`src/rtl/dcache_controller_pkg.sv`:
```
// Shared widths, FSM state type and byte-select helper for the direct-mapped write-back data cache.
package dcache_controller_pkg;
   localparam int TAG_W      = 3;
   localparam int INDEX_W    = 3;
   localparam int OFFSET_W   = 2;
   localparam int BLOCK_W    = 32;
   localparam int NUM_BLOCKS = 1 << INDEX_W;
   localparam int ADDR_W     = TAG_W + INDEX_W + OFFSET_W;
   localparam int MADDR_W    = TAG_W + INDEX_W;

   typedef enum logic [1:0] {
      ST_IDLE,
      ST_MEM_READ,
      ST_MEM_WRITE
   } state_t;

   function automatic logic [7:0] sel_byte(input logic [BLOCK_W-1:0] blk,
                                           input logic [OFFSET_W-1:0] off);
      return blk[{off, 3'b000} +: 8];
   endfunction
endpackage

```
`src/rtl/dcache_controller_if.sv`:
```
// CPU-side and memory-side bundles of the data cache; master drives the request, slave answers it.
interface dcache_cpu_if;
   import dcache_controller_pkg::*;
   logic               READ;
   logic               WRITE;
   logic [ADDR_W-1:0]  ADDRESS;
   logic [7:0]         WRITEDATA;
   logic [7:0]         READDATA;
   logic               BUSYWAIT;

   modport master (output READ, WRITE, ADDRESS, WRITEDATA, input READDATA, BUSYWAIT);
   modport slave  (input READ, WRITE, ADDRESS, WRITEDATA, output READDATA, BUSYWAIT);
endinterface

interface dcache_mem_if;
   import dcache_controller_pkg::*;
   logic               MEM_READ;
   logic               MEM_WRITE;
   logic [MADDR_W-1:0] MEM_ADDRESS;
   logic [BLOCK_W-1:0] MEM_WRITEDATA;
   logic [BLOCK_W-1:0] MEM_READDATA;
   logic               MEM_BUSYWAIT;

   modport master (output MEM_READ, MEM_WRITE, MEM_ADDRESS, MEM_WRITEDATA,
                   input MEM_READDATA, MEM_BUSYWAIT);
   modport slave  (input MEM_READ, MEM_WRITE, MEM_ADDRESS, MEM_WRITEDATA,
                   output MEM_READDATA, MEM_BUSYWAIT);
endinterface

```
`src/rtl/dcache_array.sv`:
```
// Tag/valid/dirty/data storage: combinational read at one index, byte-write and block-refill ports.
// Reset clears valid/dirty only; any write presented while reset is high is dropped.
module dcache_array
   import dcache_controller_pkg::*;
(
   input  logic                clk,
   input  logic                rst,
   input  logic [INDEX_W-1:0]  index,
   output logic [BLOCK_W-1:0]  blk_data,
   output logic [TAG_W-1:0]    blk_tag,
   output logic                blk_valid,
   output logic                blk_dirty,
   input  logic                byte_we,
   input  logic [OFFSET_W-1:0] byte_off,
   input  logic [7:0]          byte_data,
   input  logic                fill_we,
   input  logic [TAG_W-1:0]    fill_tag,
   input  logic [BLOCK_W-1:0]  fill_data
);
   logic [BLOCK_W-1:0]    data_mem [NUM_BLOCKS];
   logic [TAG_W-1:0]      tag_mem  [NUM_BLOCKS];
   logic [NUM_BLOCKS-1:0] valid_q;
   logic [NUM_BLOCKS-1:0] dirty_q;

   assign blk_data  = data_mem[index];
   assign blk_tag   = tag_mem[index];
   assign blk_valid = valid_q[index];
   assign blk_dirty = dirty_q[index];

   always_ff @(posedge clk) begin
      if (rst) begin
         valid_q <= '0;
         dirty_q <= '0;
      end else if (fill_we) begin
         valid_q[index] <= 1'b1;
         dirty_q[index] <= 1'b0;
      end else if (byte_we) begin
         dirty_q[index] <= 1'b1;
      end
   end

   always_ff @(posedge clk) begin
      if (!rst) begin
         if (fill_we) begin
            data_mem[index] <= fill_data;
            tag_mem[index]  <= fill_tag;
         end else if (byte_we) begin
            data_mem[index][{byte_off, 3'b000} +: 8] <= byte_data;
         end
      end
   end
endmodule

```
`src/rtl/dcache_controller.sv`:
```
// Direct-mapped write-back data cache: zero-stall hits; misses stall via BUSYWAIT through write-back/refill.
// DCACHE_STATS_EN adds saturating HIT_COUNT/MISS_COUNT outputs.
module dcache_controller
   import dcache_controller_pkg::*;
(
   input  logic         CLK,
   input  logic         RESET,
   dcache_cpu_if.slave  cpu,
   dcache_mem_if.master mem
`ifdef DCACHE_STATS_EN
   ,
   output logic [15:0]  HIT_COUNT,
   output logic [15:0]  MISS_COUNT
`endif
);
   state_t             state;
   logic               mem_read_q;
   logic               mem_write_q;
   logic [MADDR_W-1:0] mem_addr_q;
   logic [BLOCK_W-1:0] mem_wdata_q;

   logic [TAG_W-1:0]    req_tag;
   logic [INDEX_W-1:0]  req_idx;
   logic [OFFSET_W-1:0] req_off;
   logic                req;
   logic                hit;
   logic                idle;
   logic [BLOCK_W-1:0]  blk_data;
   logic [TAG_W-1:0]    blk_tag;
   logic                blk_valid;
   logic                blk_dirty;
   logic                byte_we;
   logic                fill_we;

   assign req_tag = cpu.ADDRESS[ADDR_W-1 -: TAG_W];
   assign req_idx = cpu.ADDRESS[OFFSET_W +: INDEX_W];
   assign req_off = cpu.ADDRESS[OFFSET_W-1:0];
   assign req     = cpu.READ | cpu.WRITE;
   assign hit     = blk_valid && (blk_tag == req_tag);
   assign idle    = (state == ST_IDLE);
   assign byte_we = idle && cpu.WRITE && hit;
   assign fill_we = (state == ST_MEM_READ) && !mem.MEM_BUSYWAIT;

   dcache_array u_array (
      .clk       (CLK),
      .rst       (RESET),
      .index     (req_idx),
      .blk_data  (blk_data),
      .blk_tag   (blk_tag),
      .blk_valid (blk_valid),
      .blk_dirty (blk_dirty),
      .byte_we   (byte_we),
      .byte_off  (req_off),
      .byte_data (cpu.WRITEDATA),
      .fill_we   (fill_we),
      .fill_tag  (req_tag),
      .fill_data (mem.MEM_READDATA)
   );

   // Memory-side outputs are registered on state entry; the request index comes from the held CPU address.
   always_ff @(posedge CLK) begin
      if (RESET) begin
         state       <= ST_IDLE;
         mem_read_q  <= 1'b0;
         mem_write_q <= 1'b0;
      end else begin
         case (state)
            ST_IDLE: begin
               if (req && !hit) begin
                  if (blk_valid && blk_dirty) begin
                     state       <= ST_MEM_WRITE;
                     mem_write_q <= 1'b1;
                     mem_addr_q  <= {blk_tag, req_idx};
                     mem_wdata_q <= blk_data;
                  end else begin
                     state      <= ST_MEM_READ;
                     mem_read_q <= 1'b1;
                     mem_addr_q <= {req_tag, req_idx};
                  end
               end
            end
            ST_MEM_WRITE: begin
               if (!mem.MEM_BUSYWAIT) begin
                  state       <= ST_MEM_READ;
                  mem_write_q <= 1'b0;
                  mem_read_q  <= 1'b1;
                  mem_addr_q  <= {req_tag, req_idx};
               end
            end
            ST_MEM_READ: begin
               if (!mem.MEM_BUSYWAIT) begin
                  state      <= ST_IDLE;
                  mem_read_q <= 1'b0;
               end
            end
            default: begin
               state       <= ST_IDLE;
               mem_read_q  <= 1'b0;
               mem_write_q <= 1'b0;
            end
         endcase
      end
   end

   assign cpu.BUSYWAIT      = !RESET && (!idle || (req && !hit));
   assign cpu.READDATA      = RESET ? 8'h00 : sel_byte(blk_data, req_off);
   assign mem.MEM_READ      = mem_read_q && !RESET;
   assign mem.MEM_WRITE     = mem_write_q && !RESET;
   assign mem.MEM_ADDRESS   = mem_addr_q;
   assign mem.MEM_WRITEDATA = mem_wdata_q;

`ifdef DCACHE_STATS_EN
   state_t      prev_state;
   logic [15:0] hit_cnt;
   logic [15:0] miss_cnt;

   // Hits that follow a refill are the tail of a miss, so only IDLE->IDLE completions count.
   always_ff @(posedge CLK) begin
      if (RESET) begin
         prev_state <= ST_IDLE;
         hit_cnt    <= '0;
         miss_cnt   <= '0;
      end else begin
         prev_state <= state;
         if (idle && req && hit && (prev_state == ST_IDLE) && (hit_cnt != 16'hFFFF))
            hit_cnt <= hit_cnt + 16'd1;
         if (idle && req && !hit && (miss_cnt != 16'hFFFF))
            miss_cnt <= miss_cnt + 16'd1;
      end
   end

   assign HIT_COUNT  = hit_cnt;
   assign MISS_COUNT = miss_cnt;
`endif
endmodule

```
`src/flat_wrapper.sv`:
```
// flat-port wrapper written by rule: the top's interface ports become plain ports
module dcache_controller_flat import dcache_controller_pkg::*;
  (CLK, RESET, cpu_READ, cpu_WRITE, cpu_ADDRESS, cpu_WRITEDATA, cpu_READDATA, cpu_BUSYWAIT, mem_MEM_READ, mem_MEM_WRITE, mem_MEM_ADDRESS, mem_MEM_WRITEDATA, mem_MEM_READDATA, mem_MEM_BUSYWAIT);
  dcache_cpu_if cpu_i ();
  dcache_mem_if mem_i ();
  input  logic CLK;
  input  logic RESET;
  input wire logic [$bits(cpu_i.READ)-1:0] cpu_READ;
  input wire logic [$bits(cpu_i.WRITE)-1:0] cpu_WRITE;
  input wire logic [$bits(cpu_i.ADDRESS)-1:0] cpu_ADDRESS;
  input wire logic [$bits(cpu_i.WRITEDATA)-1:0] cpu_WRITEDATA;
  output wire logic [$bits(cpu_i.READDATA)-1:0] cpu_READDATA;
  output wire logic [$bits(cpu_i.BUSYWAIT)-1:0] cpu_BUSYWAIT;
  output wire logic [$bits(mem_i.MEM_READ)-1:0] mem_MEM_READ;
  output wire logic [$bits(mem_i.MEM_WRITE)-1:0] mem_MEM_WRITE;
  output wire logic [$bits(mem_i.MEM_ADDRESS)-1:0] mem_MEM_ADDRESS;
  output wire logic [$bits(mem_i.MEM_WRITEDATA)-1:0] mem_MEM_WRITEDATA;
  input wire logic [$bits(mem_i.MEM_READDATA)-1:0] mem_MEM_READDATA;
  input wire logic [$bits(mem_i.MEM_BUSYWAIT)-1:0] mem_MEM_BUSYWAIT;
  assign cpu_i.READ = cpu_READ;
  assign cpu_i.WRITE = cpu_WRITE;
  assign cpu_i.ADDRESS = cpu_ADDRESS;
  assign cpu_i.WRITEDATA = cpu_WRITEDATA;
  assign cpu_READDATA = cpu_i.READDATA;
  assign cpu_BUSYWAIT = cpu_i.BUSYWAIT;
  assign mem_MEM_READ = mem_i.MEM_READ;
  assign mem_MEM_WRITE = mem_i.MEM_WRITE;
  assign mem_MEM_ADDRESS = mem_i.MEM_ADDRESS;
  assign mem_MEM_WRITEDATA = mem_i.MEM_WRITEDATA;
  assign mem_i.MEM_READDATA = mem_MEM_READDATA;
  assign mem_i.MEM_BUSYWAIT = mem_MEM_BUSYWAIT;
  dcache_controller u_core (.CLK(CLK), .RESET(RESET), .cpu(cpu_i), .mem(mem_i));
endmodule
```
`config.mk`:
```
export PLATFORM = sky130hd
export DESIGN_NAME = dcache_controller_flat
export DESIGN_NICKNAME = d
export VERILOG_FILES = /design/src/rtl/dcache_controller_pkg.sv /design/src/rtl/dcache_controller_if.sv /design/src/rtl/dcache_array.sv /design/src/rtl/dcache_controller.sv /design/src/flat_wrapper.sv
export SDC_FILE = /design/constraint.sdc
export NUM_CORES = 1
export LEC_CHECK = 0
export CAP_MARGIN = 20
export CORE_MARGIN = 10
export CORE_UTILIZATION = 55
export DETAILED_ROUTE_END_ITERATION = 10
export GPL_ROUTABILITY_DRIVEN = 0
export GPL_TIMING_DRIVEN = 0
export PLACE_DENSITY = 0.76
export SYNTH_ARGS = -nofsm -noshare
export SYNTH_HDL_FRONTEND = slang
export SYNTH_HIERARCHICAL = 1
export SYNTH_SLANG_ARGS = --single-unit
```
`constraint.sdc`:
```
create_clock -name CLK -period 5.1 [get_ports CLK]
set_input_delay 0.765 -clock CLK [delete_from_list [all_inputs] [get_ports CLK]]
set_output_delay 0.765 -clock CLK [all_outputs]
set_load 0.01 [all_outputs]
```
==> flow_metrics.env <==
export IMPL_synth_area_leaders="edfxtp_1, mux4_2, dfxtp_1, nand2_1, a22o_1"
export IMPL_fillCellCount=1674
export IMPL_wl_per_cell_um=27.4
export IMPL_ys_async_sr_fraction_pct=0
export IMPL_syn2layout_area_growth_pct=19.1
export IMPL_cp_start_kind="input pin"
export IMPL_maxCapViolations=0
export IMPL_overflow=0
export IMPL_layout_drive_gt1_share_pct=20.3
export IMPL_cts_inserted_buffers=34
export IMPL_grt_start_max_net_pins=24
export IMPL_ys_types=48
export IMPL_cp_required_ns=4.34
export IMPL_clockRootBuffer="clkbuf_16"
export IMPL_ys_ff_latch=338
export IMPL_numPortBuffers=101
export IMPL_first_iter_violations=994
export IMPL_vdd_ir_drop_max_v=0.000271
export IMPL_synthTopCellsByCount="edfxtp_1, nand2_1, mux4_2"
export IMPL_rsz0062_at_grt="yes"
export IMPL_power_mw=5.99
export IMPL_worst_pin_slew_ns=0.946
export IMPL_cp_end_kind="primary output"
export IMPL_status="finished clean"
export IMPL_vias_per_cell=6.23
export IMPL_synth_top_area_cell="edfxtp_1"
export IMPL_critPathKind="in -> out"
export IMPL_pin_count=102
export IMPL_timing_fmax_ghz=0.203
export IMPL_slew_headroom_pct=36.7
export IMPL_multi_input_area_um2=3680
export IMPL_antenna_found_initial=1
export IMPL_core_um2=25000
export IMPL_avgSynthCellArea_um2=18.1
export IMPL_hpwl_um=23400
export IMPL_yosysMostFrequentCell="edfxtp_1"
export IMPL_min_period_ns=4.92
export IMPL_cts_setup_buffers=0
export IMPL_ys_flop_type="edfxtp_1"
export IMPL_setup_violations_final=0
export IMPL_stdcell_area_um2=16500
export IMPL_synth_top_area_share_pct=68.8
export IMPL_grt_pass1_vias=8079
export IMPL_drc=0
export IMPL_fin_nets=963
export IMPL_min_period_over_period_pct=96.5
export IMPL_yosysWarnings=6
export IMPL_dpl_instance_area_um2=15300
export IMPL_firstDrtPassIters=5
export IMPL_die_area_um2=32000
export IMPL_hold_viol_final=0
export IMPL_fp_dieW_um=179
export IMPL_skew_ns=0.0101
export IMPL_cts_sinks=338
export IMPL_clock_path_buffers=3
export IMPL_htreeDepth=2
export IMPL_start_util_pct=55.5
export IMPL_arrival_ns=4.16
export IMPL_antenna_left=0
export IMPL_chipHeight_um=179
export IMPL_min_path_type="reg -> reg"
export IMPL_power_density_nw_per_um2=363
export IMPL_fin_setup_tns_ns=0
export IMPL_clk_latency_ns=0.52
export IMPL_yosysSeqAreaShare_pct=71.7
export IMPL_grt_util_all_layers_pct=21.8
export IMPL_p_leak_nw=5.41
export IMPL_syn_inst=766
export IMPL_routed_wl_um=34500
export IMPL_final_max_slew_viol_count=0
export IMPL_path_max_fanout=10
export IMPL_dp_worst_setup_slack_ns=-0.570
export IMPL_netlist_area_um2=13900
export IMPL_final_util_pct=66.0
export IMPL_syn_nets=824
export IMPL_num_vias=7862
export IMPL_synth_edf_count=318
export IMPL_clkTransAtPathRegs_ns=0.06
export IMPL_regArea_um2=9950
export IMPL_row_count=58
export IMPL_worst_slack_ns=0.180
export IMPL_grt_pass1_wl_um=50700
export IMPL_cts_tree="done"
## metrics by stage
stage                     std cells  hold WS [ns]
after floorplan                 766         0.429
after global placement         1197         0.455
after detailed placement       1199         0.465
after CTS                      1261         0.472
after global routing           1261         0.507
final                          1262         0.474
## sequential cells by signal, summed over array words and instances (netlist names), named ones only
name and flops:
u_core/mem_read_q 1, u_core/u_array/data_mem 256, u_core/u_array/tag_mem 24, u_core/mem.MEM_WRITEDATA 32, u_core/mem.MEM_ADDRESS 6, u_core/state 2
u_core/mem_write_q 1, u_core/u_array/valid_q 8
## placed cells by master, fill, tap and decap left out, types with 3 or more instances in the layout
cell type        Yosys  layout
nand2_1             77      77
clkinv_1             0       6
buf_4                3       3
o21ai_0              4       4
o22ai_1              8       8
inv_1               11      11
clkdlybuf4s50_1      0     101
nand4bb_1            5       5
mux4_1               9       9
clkbuf_8             0       3
mux4_2              73      73
nand2b_1            40      40
nor2_2               1      16
nor2_1              46      28
a21oi_1             14      14
buf_6                6       6
clkbuf_16            0      37
or2_2                4       4
clkinv_2             0       6
nor2_4               0       3
mux2_2               4       4
xnor2_1              3       3
buf_1                3       3
nor2b_4              3       3
edfxtp_1           318     318
dfxtp_1             20      20
nor2b_1              8       8
a211oi_1             6       6
bufinv_16            0       3
clkbuf_1            14      21
a22o_1              32      32
buf_2               19      20
ha_1                 5       5
and2_1               3       3
## worst max-delay path, stage by stage
cell and delay [ns]:
clkdlybuf4s50_1 0.56, buf_2 0.34, buf_2 0.32, buf_2 0.36, mux4_2 0.38, nand2_1 0.10
nand2_1 0.15, mux4_2 0.53, nor2b_1 0.15, clkdlybuf4s50_1 0.51
## kinds of logic after synthesis
family | count (synthesis) | synth area share (%)
flops | 338 | 71.7
xor+xnor | 3 | 0.189
buf+inv | 58 | 2.27
fa+ha+maj | 5 | 0.451
simple gates | 204 | 7.71
mux | 86 | 13.9
compound gates | 72 | 3.84
## power by group
group,internal [mW],leakage (nW),total (mW),switching (mW)
combinational,0.179,1.83,0.412,0.234
sequential,3.06,3.03,3.06,0.00676
clock,1.51,0.561,2.52,1.01
total,4.75,5.41,5.99,1.25
## what timing repair did
item                       4_1_cts  5_1_grt
setup endpoints to repair       49      144
gates resized for setup          4       15
hold buffers                     0        0
cloned                           0        0
## cell type report
| cell class | instances | share of cell area (%) |
|---|---|---|
| Antenna cell | 1 | 0.0151 |
| Clock inverter | 15 | 0.863 |
| Tap cell | 330 | 2.50 |
| Multi-Input combinational cell | 370 | 22.3 |
| Clock buffer | 47 | 6.01 |
| Sequential cell | 338 | 60.2 |
| Inverter | 11 | 0.250 |
| Buffer | 47 | 1.66 |
| Timing Repair Buffer | 103 | 6.27 |
## final timing paths
| path | from | to | slack (ns) | cells after the start |
|---|---|---|---|---|
| worst max-delay path | cpu_ADDRESS[4] | cpu_READDATA[5] | 0.18 | 10 |
| worst min-delay path | u_core/u_array/valid_q[4]$_SDFFE_PP0P_ | u_core/u_array/valid_q[4]$_SDFFE_PP0P_ | 0.47 | 2 |
| worst max register to register | u_core/u_array/tag_mem[1][2]$_DFFE_PP_ | u_core/u_array/data_mem[6][13]$_DFFE_PP_ | 1.40 | 11 |
| worst min register to register | u_core/u_array/valid_q[4]$_SDFFE_PP0P_ | u_core/u_array/valid_q[4]$_SDFFE_PP0P_ | 0.47 | 2 |
## layer usage
layer,track usage (%),up-vias,wire (um)
met5,0,-,13
met4,8.41,2,1180
met3,5.27,90,3210
met2,35.6,447,17300
met1,27.7,4011,12900
li1,-,3312,-
(Power assumes the default switching activity.)
